==> config.mk <==
export PLATFORM = sky130hd
export DESIGN_NAME = rr_mux8_arbiter
export DESIGN_NICKNAME = d
export VERILOG_FILES = /design/src/rtl/rr_mux8_arbiter_pkg.sv /design/src/rtl/rr_mux8_arbiter_mux8.sv /design/src/rtl/rr_mux8_arbiter.sv
export SDC_FILE = /design/constraint.sdc
export NUM_CORES = 1
export LEC_CHECK = 0
export ABC_CLOCK_PERIOD_IN_PS = 3250
export CORE_AREA = 2 2 123 125
export CTS_BUF_LIST = sky130_fd_sc_hd__clkbuf_8
export CTS_CLUSTER_SIZE = 14
export DETAILED_ROUTE_END_ITERATION = 8
export DIE_AREA = 0 0 125 127
export DONT_BUFFER_PORTS = 1
export GPL_TIMING_DRIVEN = 0
export PLACE_DENSITY = 0.38
export SLEW_MARGIN = 20
export SYNTH_ARGS = -nofsm -noshare
export SYNTH_HDL_FRONTEND = slang
export SYNTH_SLANG_ARGS = --single-unit
==> constraint.sdc <==
create_clock -name clk -period 3.25 [get_ports clk]
set_clock_uncertainty 0.1 [all_clocks]
set_input_delay 0.975 -clock clk [delete_from_list [all_inputs] [get_ports clk]]
set_output_delay 0.975 -clock clk [all_outputs]
set_load 0.01 [all_outputs]
==> src/rtl/rr_mux8_arbiter_pkg.sv <==
// ---------------------------------------------------------------------------
// rr_mux8_arbiter_pkg
//   Shared definitions for the 8-way round-robin mux arbiter: requester count,
//   select width and the two-state controller encoding.
// ---------------------------------------------------------------------------
package rr_mux8_arbiter_pkg;

    localparam int NREQ = 8;
    localparam int SELW = 3;

    typedef enum logic {
        ST_IDLE  = 1'b0,
        ST_GRANT = 1'b1
    } arb_state_e;

endpackage

==> src/rtl/rr_mux8_arbiter_mux8.sv <==
// ---------------------------------------------------------------------------
// mux8
//   Plain 8:1 N-bit combinational multiplexer for the arbiter datapath.
// Ports:
//   d0..d7  in  N     data inputs
//   s       in  SELW  select
//   y       out N     selected data
// ---------------------------------------------------------------------------
module mux8
    import rr_mux8_arbiter_pkg::*;
#(
    parameter int N = 32
) (
    input  logic [N-1:0]    d0,
    input  logic [N-1:0]    d1,
    input  logic [N-1:0]    d2,
    input  logic [N-1:0]    d3,
    input  logic [N-1:0]    d4,
    input  logic [N-1:0]    d5,
    input  logic [N-1:0]    d6,
    input  logic [N-1:0]    d7,
    input  logic [SELW-1:0] s,
    output logic [N-1:0]    y
);

    always_comb begin
        case (s)
            3'd0:    y = d0;
            3'd1:    y = d1;
            3'd2:    y = d2;
            3'd3:    y = d3;
            3'd4:    y = d4;
            3'd5:    y = d5;
            3'd6:    y = d6;
            default: y = d7;
        endcase
    end

endmodule

==> src/rtl/rr_mux8_arbiter.sv <==
// ---------------------------------------------------------------------------
// rr_mux8_arbiter
//   Round-robin arbiter and sequencer in front of a shared 8:1 N-bit mux.
//   One requester at a time is granted; its beats are moved to the consumer
//   with a valid/ready handshake. A grant ends on a last beat, after BURST
//   beats (BURST=0: unlimited) or when the requester withdraws. Every grant
//   is followed by exactly one IDLE cycle.
// Ports:
//   clk        in   1     clock, rising edge
//   reset      in   1     asynchronous, active-high reset
//   req        in   8     per-requester beat valid
//   last       in   8     per-requester end-of-packet flag
//   din        in   8*N   flattened data, requester i owns din[i*N +: N]
//   out_ready  in   1     downstream accepts a beat
//   out_valid  out  1     out_data holds a valid beat
//   out_data   out  N     data of the selected requester
//   sel        out  3     registered index of the granted requester
//   ack        out  8     one-hot beat-consumed strobe
//   busy       out  1     controller is in GRANT
// ---------------------------------------------------------------------------
module rr_mux8_arbiter
    import rr_mux8_arbiter_pkg::*;
#(
    parameter int N     = 32,
    parameter int BURST = 4
) (
    input  logic                clk,
    input  logic                reset,
    input  logic [NREQ-1:0]     req,
    input  logic [NREQ-1:0]     last,
    input  logic [NREQ*N-1:0]   din,
    input  logic                out_ready,
    output logic                out_valid,
    output logic [N-1:0]        out_data,
    output logic [SELW-1:0]     sel,
    output logic [NREQ-1:0]     ack,
    output logic                busy
);

    // Counter width clog2(BURST)+1; it saturates rather than wraps, which
    // matters only in unlimited mode (BURST=0).
    localparam int              CNTW     = $clog2(BURST) + 1;
    localparam logic [CNTW-1:0] CNT_LAST = CNTW'(BURST - 1);
    localparam logic [CNTW-1:0] CNT_MAX  = '1;

    arb_state_e      state_q, state_d;
    logic [SELW-1:0] ptr_q,   ptr_d;
    logic [SELW-1:0] sel_q,   sel_d;
    logic [CNTW-1:0] cnt_q,   cnt_d;

    logic xfer;
    logic rel;

    // First requesting index scanning circularly from p. Only meaningful
    // when r is non-zero; the caller guarantees that.
    function automatic logic [SELW-1:0] rr_pick(input logic [NREQ-1:0] r,
                                                input logic [SELW-1:0] p);
        logic [SELW-1:0] idx;
        logic            found;
        rr_pick = p;
        found   = 1'b0;
        for (int i = 0; i < NREQ; i++) begin
            idx = p + SELW'(i);
            if (!found && r[idx]) begin
                rr_pick = idx;
                found   = 1'b1;
            end
        end
    endfunction

    always_comb begin
        // NOTE: every signal gets a default first so no path leaves it
        // unassigned; an unassigned path would infer a latch.
        state_d   = state_q;
        ptr_d     = ptr_q;
        sel_d     = sel_q;
        cnt_d     = cnt_q;
        rel       = 1'b0;
        ack       = '0;

        // Output decode uses the registered state only, so an asynchronous
        // reset drops out_valid/ack without waiting for a clock edge.
        out_valid = (state_q == ST_GRANT) && req[sel_q];
        xfer      = out_valid && out_ready;
        ack[sel_q] = xfer;

        case (state_q)
            ST_IDLE: begin
                // Requests seen during GRANT are only considered here, which
                // also produces the mandatory one-cycle bubble between grants.
                if (|req) begin
                    sel_d   = rr_pick(req, ptr_q);
                    cnt_d   = '0;
                    state_d = ST_GRANT;
                end
            end
            ST_GRANT: begin
                rel = !req[sel_q] ||
                      (xfer && (last[sel_q] || ((BURST != 0) && (cnt_q == CNT_LAST))));
                if (rel) begin
                    state_d = ST_IDLE;
                    ptr_d   = sel_q + SELW'(1);   // 7 wraps to 0 naturally
                    cnt_d   = '0;
                end else if (xfer && (cnt_q != CNT_MAX)) begin
                    cnt_d   = cnt_q + CNTW'(1);
                end
            end
            default: state_d = ST_IDLE;
        endcase
    end

    // NOTE: state registers use non-blocking assignments so every flop
    // samples its _d value from the same pre-edge snapshot.
    always_ff @(posedge clk or posedge reset) begin
        if (reset) begin
            state_q <= ST_IDLE;
            ptr_q   <= '0;
            sel_q   <= '0;
            cnt_q   <= '0;
        end else begin
            state_q <= state_d;
            ptr_q   <= ptr_d;
            sel_q   <= sel_d;
            cnt_q   <= cnt_d;
        end
    end

    assign sel  = sel_q;
    assign busy = (state_q == ST_GRANT);

    mux8 #(.N(N)) u_mux8 (
        .d0 (din[0*N +: N]),
        .d1 (din[1*N +: N]),
        .d2 (din[2*N +: N]),
        .d3 (din[3*N +: N]),
        .d4 (din[4*N +: N]),
        .d5 (din[5*N +: N]),
        .d6 (din[6*N +: N]),
        .d7 (din[7*N +: N]),
        .s  (sel_q),
        .y  (out_data)
    );

endmodule

Yosys cells after proc, flatten, opt, wreduce, memory -nomap -nowiden
Cells that the tools add are included. Widths: inputs -> output; s select.

Register bits: 10. Memories kept: 0. Output and inout port bits: 45. Input port bits: 275. Memory bits (read-only): 0. Bits in latches: 0. Memory bits (writable): 0.

Multiplexer cells: 58. Shift-type cells: 0. Magnitude comparators: 10. Multiply operators: 0. Bitwise logic cells: 2. Equality and inequality tests: 10. $add $sub $neg: 9. Reductions and logical operators: 27. Divide/modulo/power cells: 0.

Operators by type and width (count): $pmux 32 s7 (1); $lt 3x4->1 const B (9); $mux 1 (34); $bmux 1 s3 (10); $mux 3 (10); $add 3x3->3 const B (4); $logic_and 1x1->1 (12); $add 3x1->3 const B (3); $eq 3x2->1 const B (3); $eq 3x3->1 const B (3); $and 8x8->8 (1); $logic_not 1->1 (8); $reduce_or 8->1 (1); $add 3x2->3 const B (2); $pmux 3 s2 (1); $reduce_and 2->1 (3); $demux 1 s3 (1); $eq 3x1->1 const B (1); $ge 3x1->1 const B (1); $logic_not 3->1 (1); $ne 3x1->1 const B (1); $ne 3x3->1 const B (1); $logic_or 1x1->1 (2); $ne 2x2->1 const B (1); 2 further kinds (2).

Logic depth before layout (Yosys ltp)
Word-level depth: 38. Mapped depth: 10.

Modules after synthesis
Synthesis repeated with hierarchy kept, for this count alone.

Cell total of the unflattened synthesis: 460. Area total of the unflattened synthesis: 3484.6 um^2.

Modules (own cells, without submodules): mux8 (area each 1936.9 um^2, cells each 294, instances 1, sequential area each 0.0 um^2); rr_mux8_arbiter (area each 1547.7 um^2, cells each 166, instances 1, sequential area each 250.2 um^2).

Worst setup path before layout
Ideal clock, no wire load.

Path kind: register -> output. From: reg sel_q[2], in the netlist sel[2]. To: out out_data[0]. Data required time: 2.175 ns. Cell stages (with the launch flop): 10. Arrival time: 2.553 ns. Setup slack: -0.378 ns. Cell sequence: dfrtp_1 clkbuf_1 inv_2 clkbuf_1 ha_1 clkbuf_1 or4_1 clkbuf_1 clkbuf_1 a31oi_1.

Word-level cells in the longest chain between the ends: 2.

Ends and longest elaborated chain: start, declared (RTL line rr_mux8_arbiter.sv:48) `logic [SELW-1:0] sel_q, sel_d;`; start signal, assigned (RTL line rr_mux8_arbiter.sv:123) `sel_q <= sel_d;`; $eq 3x3->1 (tied with other cells) (RTL line rr_mux8_arbiter_mux8.sv:27) `case (s)`; $pmux 32 s7 * (RTL line rr_mux8_arbiter_mux8.sv:27); end, declared (RTL line rr_mux8_arbiter.sv:34) `output logic [N-1:0] out_data,`.

Mark *: on every way between the ends. The rest lies on a longest branch, timed or not.

Worst setup path in the final report
From: reg sel_q[0], in the netlist sel[0]. To: out out_data[5].

Same word-level chain as after synthesis.

==> reports/metrics.csv <==
metric;value;unit
VDD IR max;0.671;mV
Final Hold Vio Count;0;
Post-DP Area;3640;um2
die width;125;um
slowest stage delay, CP;0.54;ns
Fill cells;1512;
synthesized-area fraction occupied by adder cells;3.90;%
static leakage;1.71;nW
vias in the first global route;3987;
Synthesis Warnings;0;
Yosys cell types;60;
pre-CTS setup slack;-0.847;ns
critical path's slowest cell;a222oi_1;
mean post-synth cell area;8.01;um2
top cells by count, synth;62 x a21oi_1, 61 x a222oi_1, 43 x mux2i_1, 43 x nor2_1, 38 x clkbuf_1;
Final Cycle Share;112;%
Die Y;127;um
worst slew pin tran;0.825;ns
Cell Count Post-Placement;585;
antenna cells;0;
H-tree levels;1;
Worst Reg2Reg Path Length in Cells;10;
outcome;finished, violations left;
initial DRC count;565;
Ports;320;
CP Cell Sequence;buf_6, clkinvlp_4, ha_4, buf_12, clkbuf_16, a222oi_1, mux2i_1, a21oi_2, a21oi_4;
worst hold path type;register to register;
core area;14400;um2
Num CTS Buffers;3;
GR peak layer;met2;
non-filler cells, final;611;
Mapped Nets;686;
Worst R2R Setup Slack;0.12;ns
GRT met1 Usage;29.0;%
minimum clock period after layout;3.63;ns
met2 Resource Use GR;34.7;%
Hold EP;cnt_q[1]$_DFFE_PP0P_;
Synth area leader;a222oi_1;
Max Slew Vio Count;0;
HPWL after detailed placement;15700;um
Post-Synthesis Cells;401;
initial antenna violation count;1;
Pre-Repair DR Iteration Count;9;
Power Density;1600;nW/um2
Clock Path Buffers;2;
Fmax achieved;276;MHz
ys flop type;dfrtp_1;
Via Count;4084;
DRC;0;
PortBufs;0;
Die Area;15900;um2
XOR/XNOR share of the synthesized area;1.09;%
layout cells sized above 1;45.7;%
Worst EP arrival;2.55;ns
nature of the critical path endpoint;primary output;
Area Overhead vs Synth;48.3;%
grt ovf;0;
Final Cell Area;4760;um2
number of synthesized flops with an enable pin;0;
Initial Util;22.3;%
max-capacitance violation count;0;
Async S/R FF share, synth;100;%
fin nets;713;
num rows;44;
worst r2r dst;sel[2]$_DFFE_PP0P_;
gr usage total;22.1;%
DR vias/cell;6.68;
CP Launch Type;register;
required time of the critical path;2.17;ns
HP Start;cnt_q[1]$_DFFE_PP0P_;
largest net degree at the start of global routing;11;
WL per Instance;32.0;um
CTS root buffer;clkbuf_8;
slew margin rel.;45.0;%
post-synthesis mux area share;27.4;%
#FFs+latches synth;10;
crit-path max FO;8;
RSZ-0062 raised after global routing;yes;
post-synthesis simple-gate area fraction;13.8;%
CTS tree;yes;
Compound-Gate Fraction of Synth Area;38.6;%
Final WS setup;-0.375;ns
final count of negative-setup-slack endpoints;40;
Synth area leaders;a222oi_1 19%, mux2i_1 13%, a21oi_1 9.7%;
share of the synthesized area in the top cell type;19.0;%
sequential area share after synthesis;7.79;%
routability cong.;0.906;
most common cell in the netlist;a21oi_1;
M3 GR Usage;9.55;%
first-pass GRT wire length;26600;um
CTS Hold Bufs;0;
path type of the worst setup path;register to primary output;
reg2reg start;ptr_q[0]$_DFFE_PP0P_;
clock sinks;10;
largest family of logic cells by synthesized area;compound AO/OA/AOI/OAI gates;
failing checks;negative setup slack;
Antenna Nets Post-Route;0;
hold depth;2;
mapped cell area;3210;um2
clock latency on the worst-skew pair;0.24;ns
Routed WL;19600;um
clock slew at reported path FFs;0.05;ns
==> layout make-up <==
| cell class | instances | area, um2 | area share (%) |
|---|---|---|---|
| Multi-Input combinational cell | 334 | 3430 | 72.0 |
| Buffer | 41 | 468 | 9.83 |
| Timing Repair Buffer | 26 | 268 | 5.62 |
| Sequential cell | 10 | 256 | 5.39 |
| Tap cell | 184 | 230 | 4.84 |
| Inverter | 12 | 57.6 | 1.21 |
| Clock buffer | 4 | 55.1 | 1.16 |
==> power by group <==
| part | switching, mW | leakage, nW | internal, mW |
|---|---|---|---|
| clock | 0.0556 | 0.0288 | 0.107 |
| sequential | 0.0999 | 0.117 | 0.190 |
| combinational | 4.08 | 1.56 | 3.10 |
| total | 4.24 | 1.71 | 3.40 |
==> flip-flops by register name (all words and copies together) (netlist names) <==
register	count
busy	1
sel	3
ptr_q	3
cnt_q	3
==> logic make-up after synthesis <==
family | Yosys count
xor gates and xnor gates | 4
AOI/OAI and AO/OA | 164
adders and majority gates | 10
DFF | 10
and+or+nand+nor | 89
buffers and inverters | 57
muxes | 67
==> cells in the final DEF, fill, tap and decap left out, types with 3 or more instances in the layout <==
cell type / n
nand3b_1: 3
dfrtp_2: 5
o21ai_2: 3
clkbuf_16: 7
ha_1: 5
buf_2: 5
clkbuf_1: 6
nand2b_1: 4
buf_8: 5
a22oi_1: 5
buf_4: 17
buf_6: 10
a222oi_1: 61
o21ai_0: 9
nand4_1: 3
nand2_1: 11
nor2_4: 26
nor2_1: 7
mux2_2: 9
nor2_2: 10
clkbuf_2: 4
o211ai_1: 3
clkbuf_8: 8
a21oi_4: 24
dfrtp_1: 5
a21oi_2: 20
buf_12: 5
ha_4: 4
mux2i_1: 43
mux4_1: 5
inv_1: 7
a21oi_1: 18
mux4_2: 9
==> metrics by stage <==
stage,setup TNS (ns),hold WS (ns),util (%),total power [mW]
after floorplan,0,0.356,-,4.19
after global placement,-21.32,0.369,25.3,5.52
after detailed placement,-22.75,0.379,25.3,5.59
after CTS,-9.88,0.393,31.4,7.20
after global routing,-13.23,0.417,33.0,8.12
final,-9.39,0.387,33.0,7.63
==> how the worst max path moves through the flow <==
stage / start / end / slack [ns] / depth (start not counted)
final: sel[0]$_DFFE_PP0P_ / out_data[5] / -0.38 / 9
after global routing: sel[0]$_DFFE_PP0P_ / out_data[5] / -0.48 / 9
after CTS: sel[0]$_DFFE_PP0P_ / out_data[17] / -0.34 / 8
after detailed placement: sel[1]$_DFFE_PP0P_ / out_data[30] / -0.85 / 9
after global placement: sel[1]$_DFFE_PP0P_ / out_data[30] / -0.78 / 9
after floorplan: sel[2]$_DFFE_PP0P_ / out_data[10] / 0.01 / 9
==> worst max-delay path: cells and delay by family, from the launching register on <==
family / cells / cell delay (ns)
AOI/OAI and AO/OA: 3 / 0.90
adders and majority gates: 1 / 0.20
buffers and inverters: 4 / 0.54
DFF: 1 / 0.46
muxes: 1 / 0.19
==> what timing repair did <==
item	CTS	global route
setup endpoints to repair	41	42
pin swaps	14	25
cloned	3	2
resized for setup	145	65
buffers inserted	18	4
==> routing by layer <==
layer	wire [um]	vias up
met4	335	0
met5	0	-
met3	2650	27
met2	8810	289
li1	-	1729
met1	7770	2039
Note: power is estimated with default switching activity, not from simulation.
==> variant: new RTL, same flow settings <==
`BURST`: 4 -> 8.
--- a/src/rtl/rr_mux8_arbiter.sv
+++ b/src/rtl/rr_mux8_arbiter.sv
@@ -23,5 +23,5 @@
 #(
     parameter int N     = 32,
-    parameter int BURST = 4
+    parameter int BURST = 8
 ) (
     input  logic                clk,
Function: changed (a bounded check fails within 10 cycles, from zero or initial values and one cycle with reset high).
==> variant against the unedited design <==
- highest routed layer is now met5
- count of clock-buffer cells in the layout fell by 1
- largest cell class unchanged
- power decreased by 11%
- cell area fell by 3.6%
- worst setup slack improved by 0.15 ns
- combinational power fell by 11%
- critical endpoint is now out_data[3]
- routed wire length grew 0.51%
- the run still ends with negative setup slack left
- sequential cell count is 1 higher
- area after synthesis about the same
==> variant: results <==
INSERT INTO impl_metrics (metric_group, metric, value, unit) VALUES
('status', 'status', 'finished, violations left', ''),
('status', 'failing_checks', 'negative setup slack', ''),
('placement', 'placement.cell_area', '3570', 'um^2'),
('layout', 'design.final.nets', '711', ''),
('global_routing', 'grt_max_degree', '12', ''),
('min_path', 'holdPathStages', '1', ''),
('synth', 'ys_seq_elements', '11', ''),
('power_and_ir_drop', 'irDropWorstVdd', '0.472', 'mV'),
('placement', 'place_hpwl', '16100', 'um'),
('timing', 'final_setup_violating_endpoints', '34', ''),
('synth', 'yosys.area_share.adder', '0.0312', ''),
('timing', 'timing.final.ws_setup', '-0.223', 'ns'),
('global_routing', 'grt_util_all_layers', '0.226', ''),
('global_routing', 'grtUsageMet3', '0.0519', ''),
('worst_setup_path', 'critical_path.slowest_cell', 'sky130_fd_sc_hd__or4_4', ''),
('synth', 'post_synth_mux_area_share', '0.197', ''),
('routing', 'route.met2.wl', '9850', 'um'),
('worst_setup_path', 'critical_path.endpoint', 'out_data[3]', ''),
('power_and_ir_drop', 'power_leakage', '1.51', 'nW'),
('routing', 'met1_wl', '7510', 'um');
## variant: cell count changes in the layout (fill, tap and decap cells not counted), moves of 10 or more
cell and delta:
sky130_fd_sc_hd__a21oi_4 -14, sky130_fd_sc_hd__a222oi_1 -21, sky130_fd_sc_hd__a22oi_1 +19, sky130_fd_sc_hd__a22oi_2 +12
sky130_fd_sc_hd__mux2i_1 -23, sky130_fd_sc_hd__nor2_1 +10, sky130_fd_sc_hd__nor2_4 -16
## variant: timing repair
action,in CTS,in global routing
endpoints found under the hold margin,0,0
setup buffers,10,5
pin swaps,13,19
endpoints found under the setup margin,43,43
gates resized for setup,137,71
cloned,3,0
## variant: power breakdown
group / internal [mW] / total [mW] / switching [mW]
Combinational: 2.80 / 6.38 / 3.57
Clock: 0.0846 / 0.143 / 0.0584
Sequential: 0.203 / 0.307 / 0.104
Total: 3.09 / 6.83 / 3.73
